[src/rtl/fault_latch_array.sv]
// rtl/fault_latch_array.sv - N-channel fault synchroniser, debouncer and latch with first-fault capture and event count
module fault_latch_array #(
    parameter int              N_CH       = 12,
    parameter int              DEB_W      = 14,
    parameter logic [N_CH-1:0] LATCH_MASK = {N_CH{1'b1}},
    parameter int              FF_W       = $clog2(N_CH)
) (
    input  logic             clk,
    input  logic             rst_n,
    input  logic             time_1us,
    input  logic [N_CH-1:0]  fault_in,
    input  logic [N_CH-1:0]  ch_enable,
    input  logic [DEB_W-1:0] deb_time,
    input  logic             reset_unit,
    output logic [N_CH-1:0]  fault_vec,
    output logic             fault_any,
    output logic [FF_W-1:0]  first_fault,
    output logic             first_valid,
    output logic [7:0]       fault_count
);

    localparam int PC_W = $clog2(N_CH + 1);

    logic [N_CH-1:0]  sync1;
    logic [N_CH-1:0]  sync2;
    logic [DEB_W-1:0] cnt [N_CH];
    logic [DEB_W-1:0] thr;
    logic [N_CH-1:0]  qual;
    logic [N_CH-1:0]  vec_next;
    logic [N_CH-1:0]  rise;
    logic [PC_W-1:0]  rise_cnt;
    logic [FF_W-1:0]  first_idx;
    logic [8:0]       count_sum;
    logic [7:0]       count_next;

    assign thr       = (deb_time == '0) ? DEB_W'(1) : deb_time;
    assign fault_any = |fault_vec;

    // Qualification is gated by the synced input so a self-clearing channel
    // drops on the clock right after the input falls, not after the counter clears.
    always_comb begin
        qual     = '0;
        vec_next = '0;
        for (int i = 0; i < N_CH; i++) begin
            qual[i] = sync2[i] && (cnt[i] >= thr);
            if (reset_unit || !ch_enable[i])
                vec_next[i] = 1'b0;
            else if (LATCH_MASK[i])
                vec_next[i] = fault_vec[i] | qual[i];
            else
                vec_next[i] = qual[i];
        end
    end

    assign rise = vec_next & ~fault_vec;

    always_comb begin
        rise_cnt  = '0;
        first_idx = '0;
        for (int i = 0; i < N_CH; i++)
            rise_cnt = rise_cnt + PC_W'(rise[i]);
        for (int i = N_CH - 1; i >= 0; i--)
            if (rise[i]) first_idx = FF_W'(i);
    end

    assign count_sum  = {1'b0, fault_count} + 9'(rise_cnt);
    assign count_next = (count_sum > 9'd255) ? 8'hFF : count_sum[7:0];

    always_ff @(posedge clk or negedge rst_n) begin
        if (!rst_n) begin
            sync1       <= '0;
            sync2       <= '0;
            fault_vec   <= '0;
            first_fault <= '0;
            first_valid <= 1'b0;
            fault_count <= '0;
            for (int i = 0; i < N_CH; i++)
                cnt[i] <= '0;
        end else begin
            sync1     <= fault_in;
            sync2     <= sync1;
            fault_vec <= vec_next;
            for (int i = 0; i < N_CH; i++) begin
                if (reset_unit || !sync2[i] || !ch_enable[i])
                    cnt[i] <= '0;
                else if (time_1us && (cnt[i] != '1))
                    cnt[i] <= cnt[i] + DEB_W'(1);
            end
            if (reset_unit) begin
                first_fault <= '0;
                first_valid <= 1'b0;
                fault_count <= '0;
            end else begin
                if (!first_valid && (rise != '0)) begin
                    first_fault <= first_idx;
                    first_valid <= 1'b1;
                end
                fault_count <= count_next;
            end
        end
    end

endmodule

[config.mk]
export PLATFORM = sky130hd
export DESIGN_NAME = fault_latch_array
export DESIGN_NICKNAME = d
export VERILOG_FILES = /design/src/rtl/fault_latch_array.sv
export SDC_FILE = /design/constraint.sdc
export NUM_CORES = 1
export LEC_CHECK = 0
export ABC_AREA = 0
export ABC_CLOCK_PERIOD_IN_PS = 6200
export CORE_AREA = 5 5 186 152
export CTS_BUF_LIST = sky130_fd_sc_hd__clkbuf_4
export CTS_CLUSTER_DIAMETER = 80
export CTS_CLUSTER_SIZE = 12
export DETAILED_ROUTE_END_ITERATION = 10
export DIE_AREA = 0 0 191 157
export PLACE_DENSITY = 0.82
export SETUP_SLACK_MARGIN = 0.1
export SLEW_MARGIN = 5
export SYNTH_ARGS = -nofsm -noshare
export SYNTH_HDL_FRONTEND = slang
export SYNTH_SLANG_ARGS = --single-unit
[constraint.sdc]
create_clock -name clk -period 6.2 [get_ports clk]
set_input_delay 0.62 -clock clk [delete_from_list [all_inputs] [get_ports clk]]
set_output_delay 0.62 -clock clk [all_outputs]
set_load 0.005 [all_outputs]
==> metrics.txt <==
status finished, final reports clean; Crit path largest cell delay 0.56 ns; Clock Power Share 28.0%; grt ovf 0; Clock Tree Root clkbuf_4; Worst-Margin Slew 1.06 ns; met3 Use GR 4.68%; top post-synthesis cells by count nor2_1, dfrtp_1, ha_1, a21oi_1, nand2_1; P&R area growth vs syn 13.1%; initial antenna violation count 1; wire length per cell 18.8 um; RSZ-0062 raised after global routing no; critical path required time 6.78 ns; crit path DAT 6.49 ns; Synth warnings 0; PD cells 146 mW/mm2; CP endpoint kind flop; CP Max Fanout 6; synthesis-stage register bit count 217; initial DRC count 872; largest area contributor in the netlist dfrtp_1; fillcell total 2118; post-synthesis adder-cell area fraction 17.8%; GR Layer Usage met1 33.8%; Port Buffers 67; multiplexer share of the synthesized area 0.989%; IO Pins 68; xor and xnor fraction of the mapped netlist area 8.71%; fin crit share 95.3%; combinational share of power 10.7%; Die Span Y 157 um; number of global-route vias before repair 11600; top cell type's share of synthesized area 38.3%; post-route setup TNS 0 ns; H-tree levels 1; Synth Area in Compound Gates 12.2%; main combinational cell family by area after synthesis simple AND/OR/NAND/NOR gates; gpl congestion 0.905; synthesized area 0.0142 mm2; Die Span X 191 um; ranking of synthesized cells by area dfrtp_1, ha_1, nor2_1; ys async rst share 100%; CTS tree built; final setup skew 0.0422 ns; fmax 169 MHz; GR Layer Usage met2 39.8%; CTS buffer count 22; Vias 11900; Worst-path clk slew 0.15 ns; post-route setup slack 0.294 ns; Sw Pwr 0.637 mW; Seq/Total Area, Yosys 38.3%; Yosys cell types 64; Pins Over Slew Limit 0; Simple-Gate Fraction of Synth Area 19.4%; internal power 1.70 mW; sink count of the clock tree 217; Sequential Power Share 61.3%; worst vdd ir 0.000143 V; overall routing resource usage 24.9%; vias per cell 5.97; ANT nets after route 0; Slew HR 29.0%; Clock Tree Buf Depth 3; count leader, synth nor2_1; Period minus WS final 5.91 ns; Pleak 7.27 nW; DRC 0; Sw Share 27.3%; Mean Syn Cell Area 9.49 um2; final hold viol count 0; worst min path class in2reg; Mapped Nets 1733; # rows 53; slowest CP cell fa_1; nets 1869; grt peak-use layer met2; largest net degree at the start of global routing 98; Max-cap violations 0; EDFF count, synth 0; core box area 0.0261 mm2; WS Path Type in2reg; final setup vio count 0; Setup WS pre-CTS -0.882 ns; initial core utilization 54.4%; Post-Syn Instances 1494; CP Launch Type input port; DP HPWL 27800 um; DRT Wirelength 37500 um; first-pass GRT wire length 60000 um; drt pass-1 iters 6; Top FF cell, synth dfrtp_1; share of layout cells above drive strength 1 7.79%; clk_lat worst skew 0.69 ns; die area 0.0300 mm2
## placed cells by master (no fill, tap or decap), types with 15 or more instances in the layout
master,netlist,layout
a21o_1,28,28
a21oi_1,89,82
and3_1,18,18
and4_1,16,16
buf_4,0,62
clkbuf_4,0,24
clkdlybuf4s50_1,0,62
dfrtp_1,217,217
ha_1,189,189
inv_1,75,67
nand2_1,87,87
nand2b_1,15,15
nand3_1,56,55
nand4_1,45,45
nor2_1,219,219
nor3_1,28,28
o21ai_0,42,38
o21ai_1,15,17
or3_1,19,19
xnor2_1,79,79
xor2_1,62,62
## worst max-delay path: cells and delay by family
family | cells | cell delay [ns]
buf+inv | 8 | 1.00
fa+ha+maj | 7 | 2.87
simple gates | 4 | 0.65
compound gates | 8 | 1.32
## flip-flops by register name (all words and copies together) (netlist names)
signal,cells
sync1,12
cnt,168
fault_count,8
first_valid,1
fault_vec,12
first_fault,4
sync2,12
## timing repair
item                                    in CTS  in global routing
setup buffers                                3                  1
hold endpoints to repair                    95                  0
endpoints found under the setup margin       8                  8
hold buffers                                 1                  0
gates resized for setup                     10                 14
pin swaps                                    5                 14
## metal layers
metal,wire length (um),up-vias
li1,-,5576
met1,16100,5718
met2,16700,454
met3,2880,119
met4,1830,0
met5,0,-
## power groups by stage
stage | Sequential (mW) | Combinational, mW | Clock (mW)
2_1_floorplan | 1.46 | 0.109 | 0
3_3_place_gp | 1.46 | 0.235 | 0
3_5_place_dp | 1.46 | 0.244 | 0
4_1_cts | 1.43 | 0.248 | 0.672
5_1_grt | 1.44 | 0.277 | 0.718
6_report | 1.43 | 0.250 | 0.654
## stage by stage
step | total power [mW] | utilization (%) | cells | cell area [um2] | hold slack (ns)
2_1_floorplan | 1.57 | - | 1494 | 14200 | 0.324
3_3_place_gp | 1.69 | 60.3 | 1958 | 15700 | 0.333
3_5_place_dp | 1.70 | 60.3 | 1958 | 15700 | 0.336
4_1_cts | 2.35 | 61.3 | 1987 | 16000 | 0.297
5_1_grt | 2.43 | 61.5 | 1989 | 16000 | 0.308
6_report | 2.34 | 61.5 | 1989 | 16000 | 0.345
## kinds of logic (layout without fill, tap and decap cells)
group / count (synthesis) / after routing
flops: 217 / 217
other cells: 0 / 1
compound gates: 263 / 263
simple gates: 566 / 566
buf+inv: 96 / 233
mux: 14 / 14
xor+xnor: 141 / 141
fa+ha+maj: 197 / 197
## area by class of cell
cell class	count	area [um2]	area share (%)
repair buffers	132	1190	7.44
well taps	357	447	2.79
diodes	1	2.50	0.0156
flip-flops and latches	217	5430	33.9
inverters	76	300	1.87
multi-input cells	1181	8460	52.8
clock inverters	1	11.3	0.0703
clock buffers	24	180	1.12
## final timing paths
| path | slack, ns | cells after the start | from | endpoint |
|---|---|---|---|---|
| min | 0.35 | 1 | fault_in[0] | sync1[0]$_DFF_PN0_ |
| max reg2reg | 0.73 | 22 | cnt[109]$_DFFE_PN0P_ | fault_count[5]$_DFF_PN0_ |
| min reg2reg | 0.36 | 0 | sync1[6]$_DFF_PN0_ | sync2[6]$_DFF_PN0_ |
| min in group asynchronous | 0.54 | 2 | rst_n | cnt[31]$_DFFE_PN0P_ |
| max in group asynchronous | 4.35 | 3 | rst_n | cnt[150]$_DFFE_PN0P_ |
| max | 0.29 | 27 | deb_time[10] | fault_count[5]$_DFF_PN0_ |
Note: power is estimated with default switching activity, not from simulation.
